$ cat src/rtl/ariane_pkg.sv
// Fetch entry format handed from the frontend to decode, and the fetch queue state type.
package ariane_pkg;

    typedef struct packed {
        logic [2:0]  cf;
        logic [31:0] predict_address;
    } branchpredict_sbe_t;

    typedef struct packed {
        logic [31:0] cause;
        logic [31:0] tval;
        logic        valid;
    } exception_t;

    typedef struct packed {
        logic [31:0]        address;
        logic [31:0]        instruction;
        branchpredict_sbe_t branch_predict;
        exception_t         ex;
    } fetch_entry_t;

    typedef enum logic {
        ACCEPT  = 1'b0,
        EX_HOLD = 1'b1
    } fq_state_e;

endpackage

$ cat src/rtl/config_pkg.sv
// Core configuration type shared across the frontend; passed through as a parameter so
// block instances stay type-consistent with the rest of the core.
package config_pkg;

    typedef struct packed {
        int unsigned nr_commit_ports;
        int unsigned xlen;
    } cva6_cfg_t;

    localparam cva6_cfg_t cva6_cfg_empty = '0;

endpackage

$ cat src/rtl/fifo_ptr_ctrl.sv
// Read/write pointers and occupancy for a DEPTH-entry circular buffer; updates one cycle
// after push/pop, clr wins over both. Caller must not push when full or pop when empty.
module fifo_ptr_ctrl #(
    parameter int unsigned DEPTH = 4
) (
    input  logic                       clk_i,
    input  logic                       rst_ni,
    input  logic                       push_i,
    input  logic                       pop_i,
    input  logic                       clr_i,
    output logic [$clog2(DEPTH)-1:0]   wr_ptr_o,
    output logic [$clog2(DEPTH)-1:0]   rd_ptr_o,
    output logic [$clog2(DEPTH):0]     count_o,
    output logic                       full_o,
    output logic                       empty_o
);

    localparam int unsigned PW = $clog2(DEPTH);
    localparam int unsigned CW = PW + 1;
    localparam logic [CW-1:0] CountFull = CW'(DEPTH);

    logic [PW-1:0] r_wr_ptr;
    logic [PW-1:0] r_rd_ptr;
    logic [CW-1:0] r_count;

    // DEPTH is a power of two, so the pointers wrap by plain overflow.
    always_ff @(posedge clk_i or negedge rst_ni) begin
        if (!rst_ni) begin
            r_wr_ptr <= '0;
            r_rd_ptr <= '0;
            r_count  <= '0;
        end else if (clr_i) begin
            r_wr_ptr <= '0;
            r_rd_ptr <= '0;
            r_count  <= '0;
        end else begin
            if (push_i) begin
                r_wr_ptr <= r_wr_ptr + PW'(1);
            end
            if (pop_i) begin
                r_rd_ptr <= r_rd_ptr + PW'(1);
            end
            if (push_i && !pop_i) begin
                r_count <= r_count + CW'(1);
            end else if (!push_i && pop_i) begin
                r_count <= r_count - CW'(1);
            end
        end
    end

    assign wr_ptr_o = r_wr_ptr;
    assign rd_ptr_o = r_rd_ptr;
    assign count_o  = r_count;
    assign full_o   = (r_count == CountFull);
    assign empty_o  = (r_count == '0);

endmodule

$ cat src/rtl/fetch_entry_queue.sv
// Fetch-to-decode decoupling queue: push visible at the head one cycle later, no bypass.
// Ready is purely registered; it drops when full or while an exception entry is queued.
module fetch_entry_queue
    import ariane_pkg::*;
#(
    parameter config_pkg::cva6_cfg_t CVA6Cfg = config_pkg::cva6_cfg_empty,
    parameter int unsigned           DEPTH   = 4
) (
    input  logic                     clk_i,
    input  logic                     rst_ni,
    input  logic                     flush_i,
    input  fetch_entry_t             fetch_entry_i,
    input  logic                     fetch_entry_valid_i,
    output logic                     fetch_entry_ready_o,
    output fetch_entry_t             fetch_entry_o,
    output logic                     fetch_entry_valid_o,
    input  logic                     fetch_entry_ready_i,
    output logic [$clog2(DEPTH):0]   usage_o,
    output logic                     ex_block_o
);

    localparam int unsigned PW   = $clog2(DEPTH);
    localparam int unsigned CfgW = $bits(CVA6Cfg);

    if (DEPTH < 2 || (DEPTH & (DEPTH - 1)) != 0 || CfgW == 0) begin : g_bad_param
        $error("fetch_entry_queue: DEPTH must be a power of two >= 2");
    end

    fetch_entry_t  r_mem [DEPTH];
    fq_state_e     r_state;

    logic [PW-1:0] w_wr_ptr;
    logic [PW-1:0] w_rd_ptr;
    logic [PW:0]   w_count;
    logic          w_full;
    logic          w_empty;
    logic          w_ready;
    logic          w_valid;
    logic          w_push;
    logic          w_pop;
    fetch_entry_t  w_head;

    assign w_ready = !w_full && (r_state == ACCEPT);
    assign w_valid = !w_empty;
    assign w_push  = fetch_entry_valid_i && w_ready && !flush_i;
    assign w_pop   = w_valid && fetch_entry_ready_i && !flush_i;
    assign w_head  = r_mem[w_rd_ptr];

    fifo_ptr_ctrl #(
        .DEPTH (DEPTH)
    ) u_ptr_ctrl (
        .clk_i    (clk_i),
        .rst_ni   (rst_ni),
        .push_i   (w_push),
        .pop_i    (w_pop),
        .clr_i    (flush_i),
        .wr_ptr_o (w_wr_ptr),
        .rd_ptr_o (w_rd_ptr),
        .count_o  (w_count),
        .full_o   (w_full),
        .empty_o  (w_empty)
    );

    // Storage is cleared only by reset so the head reads as zero out of reset.
    always_ff @(posedge clk_i or negedge rst_ni) begin
        if (!rst_ni) begin
            for (int i = 0; i < DEPTH; i++) begin
                r_mem[i] <= '0;
            end
        end else if (w_push) begin
            r_mem[w_wr_ptr] <= fetch_entry_i;
        end
    end

    // Everything fetched behind an exception is wrong-path, so hold until it is consumed.
    always_ff @(posedge clk_i or negedge rst_ni) begin
        if (!rst_ni) begin
            r_state <= ACCEPT;
        end else begin
            case (r_state)
                ACCEPT: begin
                    if (w_push && fetch_entry_i.ex.valid) begin
                        r_state <= EX_HOLD;
                    end
                end
                EX_HOLD: begin
                    if (flush_i || (w_pop && w_head.ex.valid)) begin
                        r_state <= ACCEPT;
                    end
                end
                default: r_state <= ACCEPT;
            endcase
        end
    end

    assign fetch_entry_ready_o = w_ready;
    assign fetch_entry_o       = w_head;
    assign fetch_entry_valid_o = w_valid;
    assign usage_o             = w_count;
    assign ex_block_o          = (r_state == EX_HOLD);

endmodule

$ cat config.mk
export PLATFORM = sky130hd
export DESIGN_NAME = fetch_entry_queue
export DESIGN_NICKNAME = d
export VERILOG_FILES = /design/src/rtl/ariane_pkg.sv /design/src/rtl/config_pkg.sv /design/src/rtl/fifo_ptr_ctrl.sv /design/src/rtl/fetch_entry_queue.sv
export SDC_FILE = /design/constraint.sdc
export NUM_CORES = 1
export LEC_CHECK = 0
export CAP_MARGIN = 20
export CORE_MARGIN = 5
export CORE_UTILIZATION = 30
export CTS_CLUSTER_SIZE = 28
export DETAILED_ROUTE_END_ITERATION = 8
export MAX_ROUTING_LAYER = met4
export PLACE_DENSITY_LB_ADDON = 0.15
export SLEW_MARGIN = 20
export SYNTH_ARGS = -nofsm -noshare
export SYNTH_HDL_FRONTEND = slang
export SYNTH_SLANG_ARGS = --single-unit
$ cat constraint.sdc
create_clock -name clk_i -period 2.3 [get_ports clk_i]
set_input_delay 0.69 -clock clk_i [delete_from_list [all_inputs] [get_ports clk_i]]
set_output_delay 0.69 -clock clk_i [all_outputs]
set_load 0.005 [all_outputs]
==> results of run 1 <==
[logic make-up (layout without fill, tap and decap cells)]
family          Yosys count  after routing
buf+inv                 116            749
flops                   664            664
other cells               0             16
compound gates           12             12
simple gates             28             28
mux                     821            821
fa+ha+maj                 5              5
xor+xnor                  5              5
[Yosys cell counts (3+ instances only)]
library cell  instances
dfrtp_1             664
buf_8                26
mux2_1               12
nand2b_1              3
nor2_1                9
inv_1                 5
buf_2                17
buf_1                14
mux2_4              410
mux4_2              164
buf_12               46
mux2_2              234
xnor2_1               3
clkbuf_1              8
ha_1                  4
nor3_1                3
nand2_1               3
o21ai_0               4
and2_4                4
[through the flow]
stage / hold slack (ps) / util [%] / std cells
floorplan: 394 / - / 1651
global placement: 463 / 36.0 / 3443
detailed placement: 474 / 36.0 / 3443
CTS: 491 / 39.3 / 3650
global route: 509 / 39.5 / 3680
finish: 492 / 39.5 / 3680
[state kept, by name (all words and copies together), names as in the netlist]
| name | cells |
|---|---|
| u_ptr_ctrl.rd_ptr_o | 2 |
| u_ptr_ctrl.wr_ptr_o | 2 |
| u_ptr_ctrl.count_o | 3 |
| ex_block_o | 1 |
| r_mem | 656 |
[cell type report]
cell class / instances / area, um2 / area share (%)
sequential: 664 / 16600 / 40.8
multi-input combinational: 871 / 13000 / 31.9
timing repair buffer: 596 / 6490 / 15.9
clock buffer: 121 / 2480 / 6.09
tap: 1380 / 1730 / 4.24
clock inverter: 27 / 359 / 0.881
antenna: 16 / 40.0 / 0.0982
inverter: 5 / 18.8 / 0.0460
[path summary, 6_finish.rpt]
check                      depth (start not counted)              startpoint  slack (ps)           endpoint
max                                                7  u_ptr_ctrl.rd_ptr_o[0]        -890  fetch_entry_o[42]
min                                                1              r_mem[582]         490         r_mem[582]
max reg2reg                                        8   u_ptr_ctrl.count_o[2]         110         r_mem[196]
min reg2reg                                        1              r_mem[582]         490         r_mem[582]
max in group asynchronous                          3                  rst_ni         820         r_mem[104]
min in group asynchronous                          2                  rst_ni         640         r_mem[490]
[metal layers]
layer / track usage [%] / vias to the layer above / routed length (um)
met2: 23.7 / 352 / 38800
met4: 4.49 / 0 / 2140
met3: 3.57 / 140 / 3640
met1: 19.9 / 9072 / 37400
li1: - / 7342 / -
met5: - / - / 0
[power groups by stage]
| stage | clock (mW) | sequential (mW) | combinational (mW) |
|---|---|---|---|
| floorplan | 0 | 18.6 | 12.3 |
| finish | 13.5 | 19.5 | 21.3 |
| detailed placement | 0 | 19.6 | 20.9 |
| CTS | 14.0 | 19.5 | 21.5 |
| global placement | 0 | 19.3 | 20.7 |
| global route | 14.4 | 20.1 | 22.8 |
[what timing repair did]
| action | CTS | global route |
|---|---|---|
| resized for setup | 637 | 140 |
| cloned | 4 | 2 |
| pin swaps | 2 | 0 |
| endpoints found under the hold margin | 20 | 0 |
| hold buffers | 1 | 0 |
| setup buffers | 54 | 27 |
| endpoints found under the setup margin | 170 | 168 |
==> summary.md, run 1 <==
| Metric | Value |
|---|---|
| Sequential power share | a little over a third |
| Max clock buf depth | 3 |
| Die extent in y | approximately 330 um |
| DR WL/cell | around 22 um |
| Largest net degree at the start of global routing | 77 |
| Initial Utilization | 30.2% |
| Crit end category | output port |
| Vias in the first global route | around 19000 |
| Unique cell type count in the Yosys netlist | 33 |
| Clk_lat worst skew | between 600 and 700 ps |
| Clk sinks | between 600 and 700 |
| Boundary pin count | approximately 340 |
| Final estimated routing congestion in global placement | 0.737 |
| Root Driver | clkbuf_16 |
| Die area | 0.110 mm2 |
| Pre-CTS setup slack | -454 ps |
| Gr ovfl total | 0 |
| Mux contribution to synthesized area | approximately two fifths |
| Crit path buffers/inverters | 6 |
| Adder-Cell Fraction of Synth Area | less than 1% |
| WP data arrival | 2500 ps |
| Vias post-DR | between 15000 and 20000 |
| Max-slew violations | 0 |
| Die Wd | between 300 and 400 um |
| Iter 0 DRT Violations | 639 |
| H-tree depth | 3 |
| Skew final | 18.6 ps |
| RSZ-0062 raised after global routing | true |
| Post-synthesis compound-gate area fraction | less than 1% |
| Worst-path clk slew | ~60 ps |
| Max cap viols | 0 |
| Internal Pwr Total | 39.3 mW |
| Final WS setup | -887 ps |
| Total Wirelength | a little over 80000 um |
| TritonCTS clock tree | done |
| Worst slew margin | ~63% |
| Detail Placement HPWL | roughly 55000 um |
| Worst-Margin Slew | ~560 ps |
| NetSw | approximately 15 mW |
| Gate Count Post-Synth | around 1700 |
| Core area | ~0.10 mm2 |
| Setup violations, final | roughly 170 |
| Most frequent cells in the layout | dfrtp_1 (661), mux2_4 (410), mux2_2 (234) |
| Cell area power density | ~1300 mW/mm2 |
| Most common cell after layout, fill and taps aside | dfrtp_1 |
| Yosys top cell by area | dfrtp_1 |
| Synth Flop Type | dfrtp_1 |
| Leak | 18.0 nW |
| Net Count, Synth | 1825 |
| Post-DRT Antenna Nets | 0 |
| Post-synth EDFFs | 0 |
| Crit path time final | 3190 ps |
| First-pass GRT wire length | ~130000 um |
| Peak Freq | 314 MHz |
| Placed inst area | approximately 0.037 mm2 |
| Combinational share of power | between 30 and 40% |
| Xor/xnor share of the synthesized area | less than 1% |
| Seq/Total Area, Yosys | 53.4% |
| Synthesized area | 0.0311 mm2 |
| Tcrit/Tclk final | 139% |
| CP max stage delay | 520 ps |
| Initial antenna violation count | 16 |
| Gr usage total | between 15 and 20% |
| Yosys top cell area share | 53.4% |
| Row cnt | between 100 and 150 |
| Drt drc | 0 |
| Number of fill cells in the layout | about 9400 |
| Worst hold path class | reg2reg |
| Clock power share | approximately a quarter |
| Sw Ratio | between 20 and 30% |
| Crit-path cells | buf_12, buf_12, buf_12, buf_12, buf_12, mux4_2, buf_6 |
| Syn Area/Cell | 18.8 um2 |
| CP Max Fanout | 7 |
| Buffers on Ports | approximately 340 |
| Largest family of logic cells by synthesized area | multiplexers |
| Final setup TNS | -105730 ps |
| Overall Power | ~54 mW |
| Worst EP required | 1610 ps |
| Syn. warnings | 0 |
| Crit Path Category | reg2out |
| Post-synth ARST share | 100% |
| Maximum vdd ir drop | roughly 0.6 mV |
| Cell mode on critical path | buf_12 |
| Hold Fails Final Rpt | 0 |
| CP startpoint kind | flip-flop |
| Simple-Gate Fraction of Synth Area | less than 1% |
| Synthesis-to-layout area growth | 31.0% |
| First drt pass iteration count | 4 |
| Final Cell Area | a little over 0.04 mm2 |
| Outcome | finished with violations |
| CP max stage cell | dfrtp_4 |
| Top cells by area, synth | dfrtp_1 (53%), mux2_4 (20%), mux4_2 (12%), mux2_2 (8.5%), buf_12 (3.0%) |
| Synth Register Bits | 664 |
| Cts bufs inserted | 82 |
| Final nets | ~2400 |
| Failing checks | negative setup slack |
| Worst path top cell family by delay | buffers and inverters |
| Vias per inst | roughly 4.6 |
| Layout cells sized above 1 | 60.1% |
No activity file was read; power rests on OpenSTA's default activity.
==> run 2, diff against run 1 <==
CELL_PAD_IN_SITES_DETAIL_PLACEMENT = 1   (was not set)
CELL_PAD_IN_SITES_GLOBAL_PLACEMENT = 1   (was not set)
clock period = 2.93 ns   (was 2.3 ns; I/O delays follow)
==> summary.md, run 2 (same netlist as run 1, synthesis figures left out) <==
| Metric | Value |
|---|---|
| Hold Fails Final Rpt | 0 |
| Drt drc | 0 |
| First drt pass iteration count | 4 |
| NetSw | between 10 and 15 mW |
| Root Driver | clkbuf_16 |
| Largest Register | r_mem |
| Sw Ratio | approximately 28% |
| Max clock buf depth | 3 |
| Dpl cells | roughly 3400 |
| Max reg flops | roughly 660 |
| Sequential Area | ~0.017 mm2 |
| Internal Pwr Total | 30.7 mW |
| RSZ-0062 raised after global routing | true |
| WP data arrival | about 2500 ps |
| Initial Utilization | a little under a third |
| Worst path top cell family by delay | buffers and inverters |
| DR WL/cell | 23.3 um |
| Combinational share of power | 39.9% |
| First-pass GRT wire length | between 100000 and 150000 um |
| Area of the multi-input gates | 0.0130 mm2 |
| End point of the critical path | fetch_entry_o[80] |
| Detail Placement HPWL | ~57000 um |
| Hold_buf cts | 0 |
| Iter 0 DRT Violations | a little under 500 |
| Layout Cells excl Fill | 3675 |
| CP max stage cell | dfrtp_4 |
| CP startpoint kind | flip-flop |
| Clk_lat worst skew | approximately 640 ps |
| Leak | 17.9 nW |
| Most common cell after layout, fill and taps aside | dfrtp_1 |
| Worst hold path class | in2async |
| Core area | 0.103 mm2 |
| Cts bufs inserted | 81 |
| Setup violations, final | 164 |
| Gr ovfl total | 0 |
| Number of fill cells in the layout | roughly 10000 |
| Final Cell Area | 0.0406 mm2 |
| Reg2Reg Setup Slack | ~620 ps |
| Crit path buffers/inverters | 6 |
| Maximum vdd ir drop | about 0.45 mV |
| Worst Reg-to-Reg Cells | 9 |
| Outcome | finished with violations |
| Vias post-DR | 16920 |
| Largest net degree at the start of global routing | between 70 and 80 |
| Overall Power | between 40 and 50 mW |
| Clock power share | between 20% and 30% |
| Buffers on Ports | about 340 |
| Final WS setup | -453 ps |
| Crit path time final | roughly 3400 ps |
| Vias per inst | approximately 4.6 |
| CP Max Fanout | 6 |
| Row cnt | around 120 |
| Boundary pin count | around 340 |
| Tcrit/Tclk final | 115% |
| Skew final | around 19 ps |
| Final nets | between 2000 and 2500 |
| Vias in the first global route | around 20000 |
| Failing checks | negative setup slack |
| Worst-path clk slew | about 60 ps |
| Gr usage total | 15.7% |
| Worst reg2reg path startpoint | u_ptr_ctrl.count_o[2] |
| Crit. path cell count | 7 |
| Reg-to-Reg End | u_ptr_ctrl.count_o[1] |
| CP startpoint | u_ptr_ctrl.rd_ptr_o[0] |
| Max-slew violations | 0 |
| Cell area power density | 1050 mW/mm2 |
| Peak Freq | approximately 300 MHz |
| Worst EP required | 2050 ps |
| Crit end category | output port |
| Final estimated routing congestion in global placement | between 0.7 and 0.8 |
| Total Wirelength | between 80000 and 90000 um |
| Die Wd | between 300 and 400 um |
| CP max stage delay | 560 ps |
| TritonCTS clock tree | done |
| Crit-path cells | buf_12, buf_8, buf_16, buf_12, buf_6, mux4_2, buf_6 |
| Worst-Margin Slew | roughly 700 ps |
| H-tree depth | 3 |
| Max cap viols | 0 |
| Worst slew margin | 53.3% |
| Sequential power share | about 36% |
| Die area | between 0.1 and 0.15 mm2 |
| Post-DRT Antenna Nets | 0 |
| Synthesis-to-layout area growth | 30.6% |
| Most frequent cells in the layout | dfrtp_1 (659), mux2_4 (410), mux2_2 (234) |
| Die extent in y | around 330 um |
| Initial antenna violation count | 12 |
| Crit Path Category | reg2out |
| Clk sinks | ~660 |
| Placed inst area | about 0.037 mm2 |
| Layout cells sized above 1 | approximately 60% |
run 2: cell count changes in the layout (fill, tap and decap cells not counted), moves of 6 or more:
| cell | delta |
|---|---|
| clkbuf_8 | -8 |
| buf_2 | -10 |
| clkbuf_2 | +24 |
| buf_12 | -6 |
| clkbuf_1 | +7 |
run 2: worst min-delay path by stage:
| stage | slack (ps) | start | end | cells after the start |
|---|---|---|---|---|
| 4_1_cts | 210 | rst_ni | r_mem[515] | 1 |
| 3_5_place_dp | 470 | r_mem[577] | r_mem[577] | 1 |
| 6_report | 220 | rst_ni | r_mem[515] | 1 |
| 5_1_grt | 220 | rst_ni | r_mem[515] | 1 |
| 3_3_place_gp | 460 | r_mem[554] | r_mem[554] | 1 |
| 2_1_floorplan | 450 | r_mem[545] | r_mem[545] | 1 |
run 2: layout make-up:
cell class	instances	share of cell area [%]
Antenna cell	11	0.0677
Multi-Input combinational cell	871	32.0
Timing Repair Buffer	603	16.1
Clock buffer	118	5.78
Inverter	5	0.0462
Sequential cell	664	40.9
Tap cell	1380	4.25
Clock inverter	23	0.828
run 2: power groups by stage:
stage	clock network [mW]	registers, mW	logic, mW
detailed placement	0	15.5	16.3
CTS	10.6	15.4	16.6
global route	11.0	15.9	18.1
global placement	0	15.2	16.1
finish	10.2	15.4	17.0
floorplan	0	14.6	9.66
run 2: layer usage:
metal	global-route usage [%]	up-vias	routed length [um]
li1	-	7336	-
met1	19.9	9141	38500
met2	25.4	331	41600
met3	3.92	112	4040
met4	3.69	0	1650
met5	-	-	0
run 2: per-stage QoR:
| stage | setup WS (ps) | utilization, % | setup TNS, ps | hold slack [ps] |
|---|---|---|---|---|
| finish | -453 | 39.4 | -44600 | 219 |
| global route | -546 | 39.4 | -63180 | 218 |
| CTS | -604 | 38.7 | -66570 | 205 |
| detailed placement | -96.0 | 35.8 | -22750 | 475 |
| global placement | -107 | 35.8 | -9330 | 463 |
| floorplan | 490 | - | 0 | 453 |
run 2: timing repair:
| action | 4_1_cts | 5_1_grt |
|---|---|---|
| cloned | 5 | 3 |
| gates resized for setup | 448 | 303 |
| buffers inserted | 37 | 73 |
| setup endpoints to repair | 166 | 165 |
